## src/rtl/rle1_dec_if.sv

```systemverilog
// Token-in / beat-out handshake bundle for the single-bit run-length decoder.
// master drives tokens and beat acceptance; slave is the decoder side.
interface rle1_dec_if #(
   parameter int CNT_W = 4
);
   logic [CNT_W+1:0] input_r;
   logic             input_r_vld;
   logic             input_r_rdy;
   logic [1:0]       output_s;
   logic             output_s_vld;
   logic             output_s_rdy;

   modport master (
      output input_r, input_r_vld, output_s_rdy,
      input  input_r_rdy, output_s, output_s_vld
   );

   modport slave (
      input  input_r, input_r_vld, output_s_rdy,
      output input_r_rdy, output_s, output_s_vld
   );
endinterface

```

## src/rtl/rle1_dec.sv

```systemverilog
// Expands {last, count, symbol} tokens into count symbol beats; first beat one cycle after accept.
// Stalls hold the beat stable; a new token is taken only when idle or as the final beat leaves.
module rle1_dec #(
   parameter int CNT_W = 4
) (
   input  logic     clk,
   input  logic     reset,
   rle1_dec_if.slave bus
);
   typedef enum logic {EMPTY = 1'b0, EXPAND = 1'b1} state_t;

   logic [CNT_W-1:0] rem;
   logic [CNT_W-1:0] rem_nxt;
   logic             sym_q;
   logic             sym_nxt;
   logic             last_q;
   logic             last_nxt;
   state_t           state;
   logic             final_beat;
   logic             beat_take;
   logic             tok_take;

   assign state      = (rem != '0) ? EXPAND : EMPTY;
   assign final_beat = (rem == CNT_W'(1));
   assign beat_take  = bus.output_s_vld & bus.output_s_rdy;
   assign tok_take   = bus.input_r_vld & bus.input_r_rdy;

   always_ff @(posedge clk or negedge reset) begin
      if (!reset) begin
         rem    <= '0;
         sym_q  <= 1'b0;
         last_q <= 1'b0;
      end else begin
         rem    <= rem_nxt;
         sym_q  <= sym_nxt;
         last_q <= last_nxt;
      end
   end

   // A token load overrides the decrement; a count-0 token loads 0 and emits nothing.
   always_comb begin
      rem_nxt  = rem;
      sym_nxt  = sym_q;
      last_nxt = last_q;
      if (tok_take) begin
         rem_nxt  = bus.input_r[CNT_W:1];
         sym_nxt  = bus.input_r[0];
         last_nxt = bus.input_r[CNT_W+1];
      end else if (beat_take) begin
         rem_nxt  = rem - CNT_W'(1);
      end
   end

   always_comb begin
      bus.output_s_vld = 1'b0;
      bus.output_s     = 2'b00;
      bus.input_r_rdy  = 1'b1;
      if (state == EXPAND) begin
         bus.output_s_vld = 1'b1;
         bus.output_s     = {last_q & final_beat, sym_q};
         // Combinational path from output_s_rdy lets back-to-back runs flow without a bubble.
         bus.input_r_rdy  = final_beat & bus.output_s_rdy;
      end
   end
endmodule

```

## src/flat_wrapper.sv

```systemverilog
// flat-port wrapper written by rule: the top's interface ports become plain ports
module rle1_dec_flat 
#(
   parameter int CNT_W = 4
)
  (clk, reset, bus_input_r, bus_input_r_vld, bus_output_s_rdy, bus_input_r_rdy, bus_output_s, bus_output_s_vld);
  rle1_dec_if #(.CNT_W(CNT_W)) bus_i ();
  input  logic clk;
  input  logic reset;
  input wire logic [$bits(bus_i.input_r)-1:0] bus_input_r;
  input wire logic [$bits(bus_i.input_r_vld)-1:0] bus_input_r_vld;
  input wire logic [$bits(bus_i.output_s_rdy)-1:0] bus_output_s_rdy;
  output wire logic [$bits(bus_i.input_r_rdy)-1:0] bus_input_r_rdy;
  output wire logic [$bits(bus_i.output_s)-1:0] bus_output_s;
  output wire logic [$bits(bus_i.output_s_vld)-1:0] bus_output_s_vld;
  assign bus_i.input_r = bus_input_r;
  assign bus_i.input_r_vld = bus_input_r_vld;
  assign bus_i.output_s_rdy = bus_output_s_rdy;
  assign bus_input_r_rdy = bus_i.input_r_rdy;
  assign bus_output_s = bus_i.output_s;
  assign bus_output_s_vld = bus_i.output_s_vld;
  rle1_dec #(.CNT_W(CNT_W)) u_core (.clk(clk), .reset(reset), .bus(bus_i));
endmodule
```

## config.mk

```make
export PLATFORM = sky130hd
export DESIGN_NAME = rle1_dec_flat
export DESIGN_NICKNAME = d
export VERILOG_FILES = /design/src/rtl/rle1_dec_if.sv /design/src/rtl/rle1_dec.sv /design/src/flat_wrapper.sv
export SDC_FILE = /design/constraint.sdc
export NUM_CORES = 1
export LEC_CHECK = 0
export CORE_AREA = 2 2 39 41
export CTS_CLUSTER_DIAMETER = 60
export CTS_CLUSTER_SIZE = 8
export DETAILED_ROUTE_END_ITERATION = 7
export DIE_AREA = 0 0 41 43
export GPL_ROUTABILITY_DRIVEN = 0
export PLACE_DENSITY = 0.63
export SLEW_MARGIN = 20
export SYNTH_ARGS = -nofsm -noshare
export SYNTH_HDL_FRONTEND = slang
export SYNTH_SLANG_ARGS = --single-unit
```

## constraint.sdc

```tcl
create_clock -name clk -period 1.6 [get_ports clk]
set_input_delay 0.16 -clock clk [delete_from_list [all_inputs] [get_ports clk]]
set_output_delay 0.16 -clock clk [all_outputs]
set_load 0.005 [all_outputs]
```

# Word-level counts from Yosys, hierarchy flattened
# Index checks and enable logic that the tools add are counted.
# word_totals
regBits	6
in_bits	10
output_inout_bits	4
wordCells	17
# classes
add_sub_neg	1
n_eq_ne	1
n_mux	6
n_bitwise	4
reduce_logical	2
# ops
op	count
4-bit 2-to-1 mux	2
1-bit bitwise AND	4
4-bit by 1-bit equality test with 1-bit output (second input constant)	1
4-bit nonzero test	1
4-bit by 1-bit subtractor with 4-bit output (second input constant)	1
1-bit 2-to-1 mux	3
2-bit 2-to-1 mux	1
2-bit nonzero test	1

# Longest topological paths before layout
# depth
depth_word	6
mapped_depth	6
ltp_nobuf	6

# Worst setup path before layout
# Ideal clock, no wire load.
# synth_path
path_kind	reg-to-reg
startpoint	register u_core.rem[0]
endpoint	register u_core.rem[2]
setup_time_ns	0.121
t_arrival_ns	1.547
t_required_ns	1.479
setup_slack_ns	-0.068
path_stages_with_launch	7
synth_period_minus_slack_ns	1.668
path_cell_list	dfrtp_1 -> inv_1 -> ha_1 -> or3b_4 -> mux2i_4 -> a21oi_1 -> o22a_1
# synth_between
elab_chain_len	5
word_cells_on_any_way	12
# synth_lines
element	line	rtl
start, declared	rle1_dec.sv:12	logic [CNT_W-1:0] rem;
start signal, assigned	rle1_dec.sv:34	rem <= rem_nxt;
4-bit nonzero test	rle1_dec.sv:23	assign state = (rem != '0) ? EXPAND : EMPTY;
1-bit 2-to-1 mux	rle1_dec.sv:23	
1-bit 2-to-1 mux	rle1_dec.sv:58	if (state == EXPAND) begin
net bus_output_s_vld	flat_wrapper.sv:15	output wire logic [$bits(bus_i.output_s_vld)-1:0] bus_output_s_vld;
1-bit bitwise AND	rle1_dec.sv:25	assign beat_take = bus.output_s_vld & bus.output_s_rdy;
2-bit nonzero test (no source line)	--	
# The timed path passes the listed nets, and every way through them passes these cells. The select of a mux whose other input is x is not followed.
# A chain may end at the register's enable or synchronous reset.

# Final worst setup path
# layout_path
startpoint	register u_core.rem[0]
endpoint	register u_core.rem[2]
# layout_between
elab_chain_len	5
word_cells_on_any_way	12
# layout_lines
element	line
4-bit by 1-bit equality test with 1-bit output or 4-bit nonzero test (tied branches)	rle1_dec.sv:24, rle1_dec.sv:23
1-bit bitwise AND or 1-bit 2-to-1 mux (tied branches)	rle1_dec.sv:62, rle1_dec.sv:23
1-bit 2-to-1 mux	rle1_dec.sv:58
1-bit bitwise AND (on tied branches)	rle1_dec.sv:26, rle1_dec.sv:25
4-bit 2-to-1 mux or 2-bit nonzero test (tied branches)	--
# Parallel ways exist; a longest one is shown, timed or not. The select of a mux whose other input is x is not followed.

==> reports/qor.csv <==
metric,value,unit
outcome,"complete, but fails checks",
failing checks,setup timing,
Die X,41,µm
dpl cell area,610.6,µm²
largest net degree at the start of global routing,9,
Worst Hold Class,in -> async,
Tmin final,1.691,ns
maximum vdd drop,0.5297,mV
CTS Buf Count,3,
CTS tree,done,
worst-path cell chain,inv_2 > ha_4 > or3b_4 > buf_6 > mux2i_4 > a21oi_1 > o22a_1,
DR iter-0 viols,3,
fin crit share,105.7,%
Slew HR,78.31,%
layout cell share with drive strength beyond 1,48.48,%
RR Endpoint,u_core.rem[2],
initial core utilization,27.67,%
worst-margin pin slew,0.3244,ns
Mapped Area,382.9,µm²
final hold vios,0,
dpl hpwl,712.6,µm
initial antenna violation count,0,
worst endpoint data arrival time,1.82,ns
Synth Area per Inst,10.35,µm²
core box area,1384,µm²
syn_nets,49,
Max-Cap Viols,0,
reg-to-reg setup timing slack,-0.09,ns
critical path data required time,1.73,ns
die area,1763,µm²
drt pass-1 iters,4,
drt drc,0,
PortBufs,13,
Worst setup SP type,flip-flop,
Synth Instances,37,
FF-to-FF Start,u_core.rem[0],
largest stage delay on the critical path,0.38,ns
total number of vias,393,
Vias/cell,4.793,
Slowest cell on crit path,dfrtp_1,
post-synthesis sequential area ratio,39.22,%
"FF+latch count, synth",6,
antenna-violating nets left,0,
global-route wire length before repair,1787,µm
Max Buffers Root-to-Sink,2,
crit path buf inv count,2,
gr usage total,15.32,%
CTS root buf,clkbuf_4,
crit-path max FO,6,
Die Y,43,µm
"Slew Viols, Final",0,
area grow syn2layout,81.70,%
"Worst Setup Slack, final",-0.09142,ns
Clock Sink Count,6,
Final setup viols,5,
reg2reg path depth,7,
Routed WL,1083,µm
H-tree depth,1,
Yosys warnings,0,
Final #Nets,80,
Power Density,1732,nW/µm²
per-cell routed wire length,13.21,µm
clk slew on worst S/H paths,0.05,ns
clock skew,0.003570,ns
gr ovfl total,0,
RSZ-0062 raised after global routing,true,
vias in the first global route,411,
P_leak,0.3423,nW
cell area after layout,695.7,µm²
count of different cell masters after synthesis,19,
Site Rows,14,
Antenna Cells,0,
setup TNS,-0.2882,ns
I/O Pins,14,
Worst setup EP type,flip-flop,
worst skew pair latency,0.25,ns
CP top delay family,flip-flops,
kind of critical path,reg -> reg,
fmax,591.2,MHz
==> metal layers <==
| metal | track usage, % | wire length (µm) |
|---|---|---|
| met5 | 0 | 0 |
| met2 | 25.94 | 545 |
| met1 | 17.59 | 476 |
| met4 | 6.000 | 0 |
| met3 | 3.141 | 62 |
==> per-stage QoR <==
stage               setup slack, ns  util [%]  hold slack [ns]  power [mW]  std cells
global placement            -0.1584     44.12           0.4405      0.8923         76
detailed placement          -0.1678     44.12           0.4364      0.9046         76
floorplan                  -0.03521         -          -0.1356      0.5916         37
CTS                         -0.1563     50.72           0.1764       1.182         82
finish                     -0.09142     50.27           0.1747       1.205         82
global route                -0.1620     50.27           0.1935       1.309         82
==> synthesized netlist by cell type <==
cell type / instances / area share [%]
dfrtp_1: 6 / 39
inv_1: 4 / 3.9
nand2_1: 4 / 3.9
mux2i_1: 3 / 7.8
a21oi_1: 2 / 2.6
ha_1: 2 / 6.5
mux2_2: 2 / 5.9
nor2_1: 2 / 2.0
nor3_1: 2 / 2.6
a2bb2oi_1: 1 / 2.3
and2_2: 1 / 2.0
mux2i_4: 1 / 5.9
nand3_1: 1 / 1.3
nand3b_2: 1 / 2.9
nor4_1: 1 / 1.6
o21ai_0: 1 / 1.3
o221a_2: 1 / 2.9
o22a_1: 1 / 2.3
or3b_4: 1 / 2.9
==> flip-flops by register name, indices dropped and copies added, names as in the netlist <==
name / flops
u_core.rem: 4
u_core.last_q: 1
u_core.sym_q: 1
==> logic make-up (layout without fill, tap and decap cells) <==
group,Yosys count,after routing,share of synthesized area [%]
AO/OA/AOI/OAI,6,6,11.44
flip-flops,6,6,39.21
AND/OR/NAND/NOR,13,13,19.28
multiplexers,6,6,19.61
adder cells (fa/ha/maj),2,2,6.535
buffers and inverters,4,33,3.920
==> area by class of cell <==
cell class / count / area (µm²)
timing repair buffer: 26 / 217.7
fill: 142 / 688.2
clock buffer: 3 / 22.52
tap: 16 / 20.02
sequential: 6 / 150.1
inverter: 4 / 15.01
multi-input combinational: 27 / 270.3
==> how the worst max path moves through the flow <==
stage	start	slack [ns]	end	cells after the start
6_report	u_core.rem[0]	-0.09	u_core.rem[2]	7
5_1_grt	u_core.rem[0]	-0.16	u_core.rem[2]	7
4_1_cts	u_core.rem[1]	-0.16	bus_output_s[0]	5
3_5_place_dp	u_core.rem[0]	-0.17	bus_output_s[0]	5
3_3_place_gp	u_core.rem[1]	-0.16	bus_output_s[0]	5
2_1_floorplan	u_core.rem[0]	-0.04	u_core.rem[0]	5
==> cell usage in the layout, fill, tap and decap left out, types with 2 or more instances in the layout <==
cell type         n
mux2_4            2
clkdlybuf4s50_1   9
inv_1             2
nor3_1            2
buf_6             2
nand2_1           4
buf_4            12
dfrtp_1           6
clkbuf_2          3
ha_4              2
clkbuf_4          3
inv_2             2
nor2_1            2
mux2i_1           3
==> what timing repair did <==
| action | CTS | global route |
|---|---|---|
| buffers inserted | 3 | 2 |
| hold buffers | 0 | 0 |
| pin swaps | 2 | 3 |
| setup endpoints to repair | 10 | 10 |
| gates resized for setup | 21 | 5 |
==> power by group <==
| group | total (mW) | switching (mW) | leakage, nW | internal [mW] |
|---|---|---|---|---|
| Clock | 0.146 | 0.0603 | 0.0138 | 0.0853 |
| Combinational | 0.782 | 0.324 | 0.258 | 0.457 |
| Sequential | 0.277 | 0.0465 | 0.0706 | 0.231 |
Power figures use the tool's default switching activity.
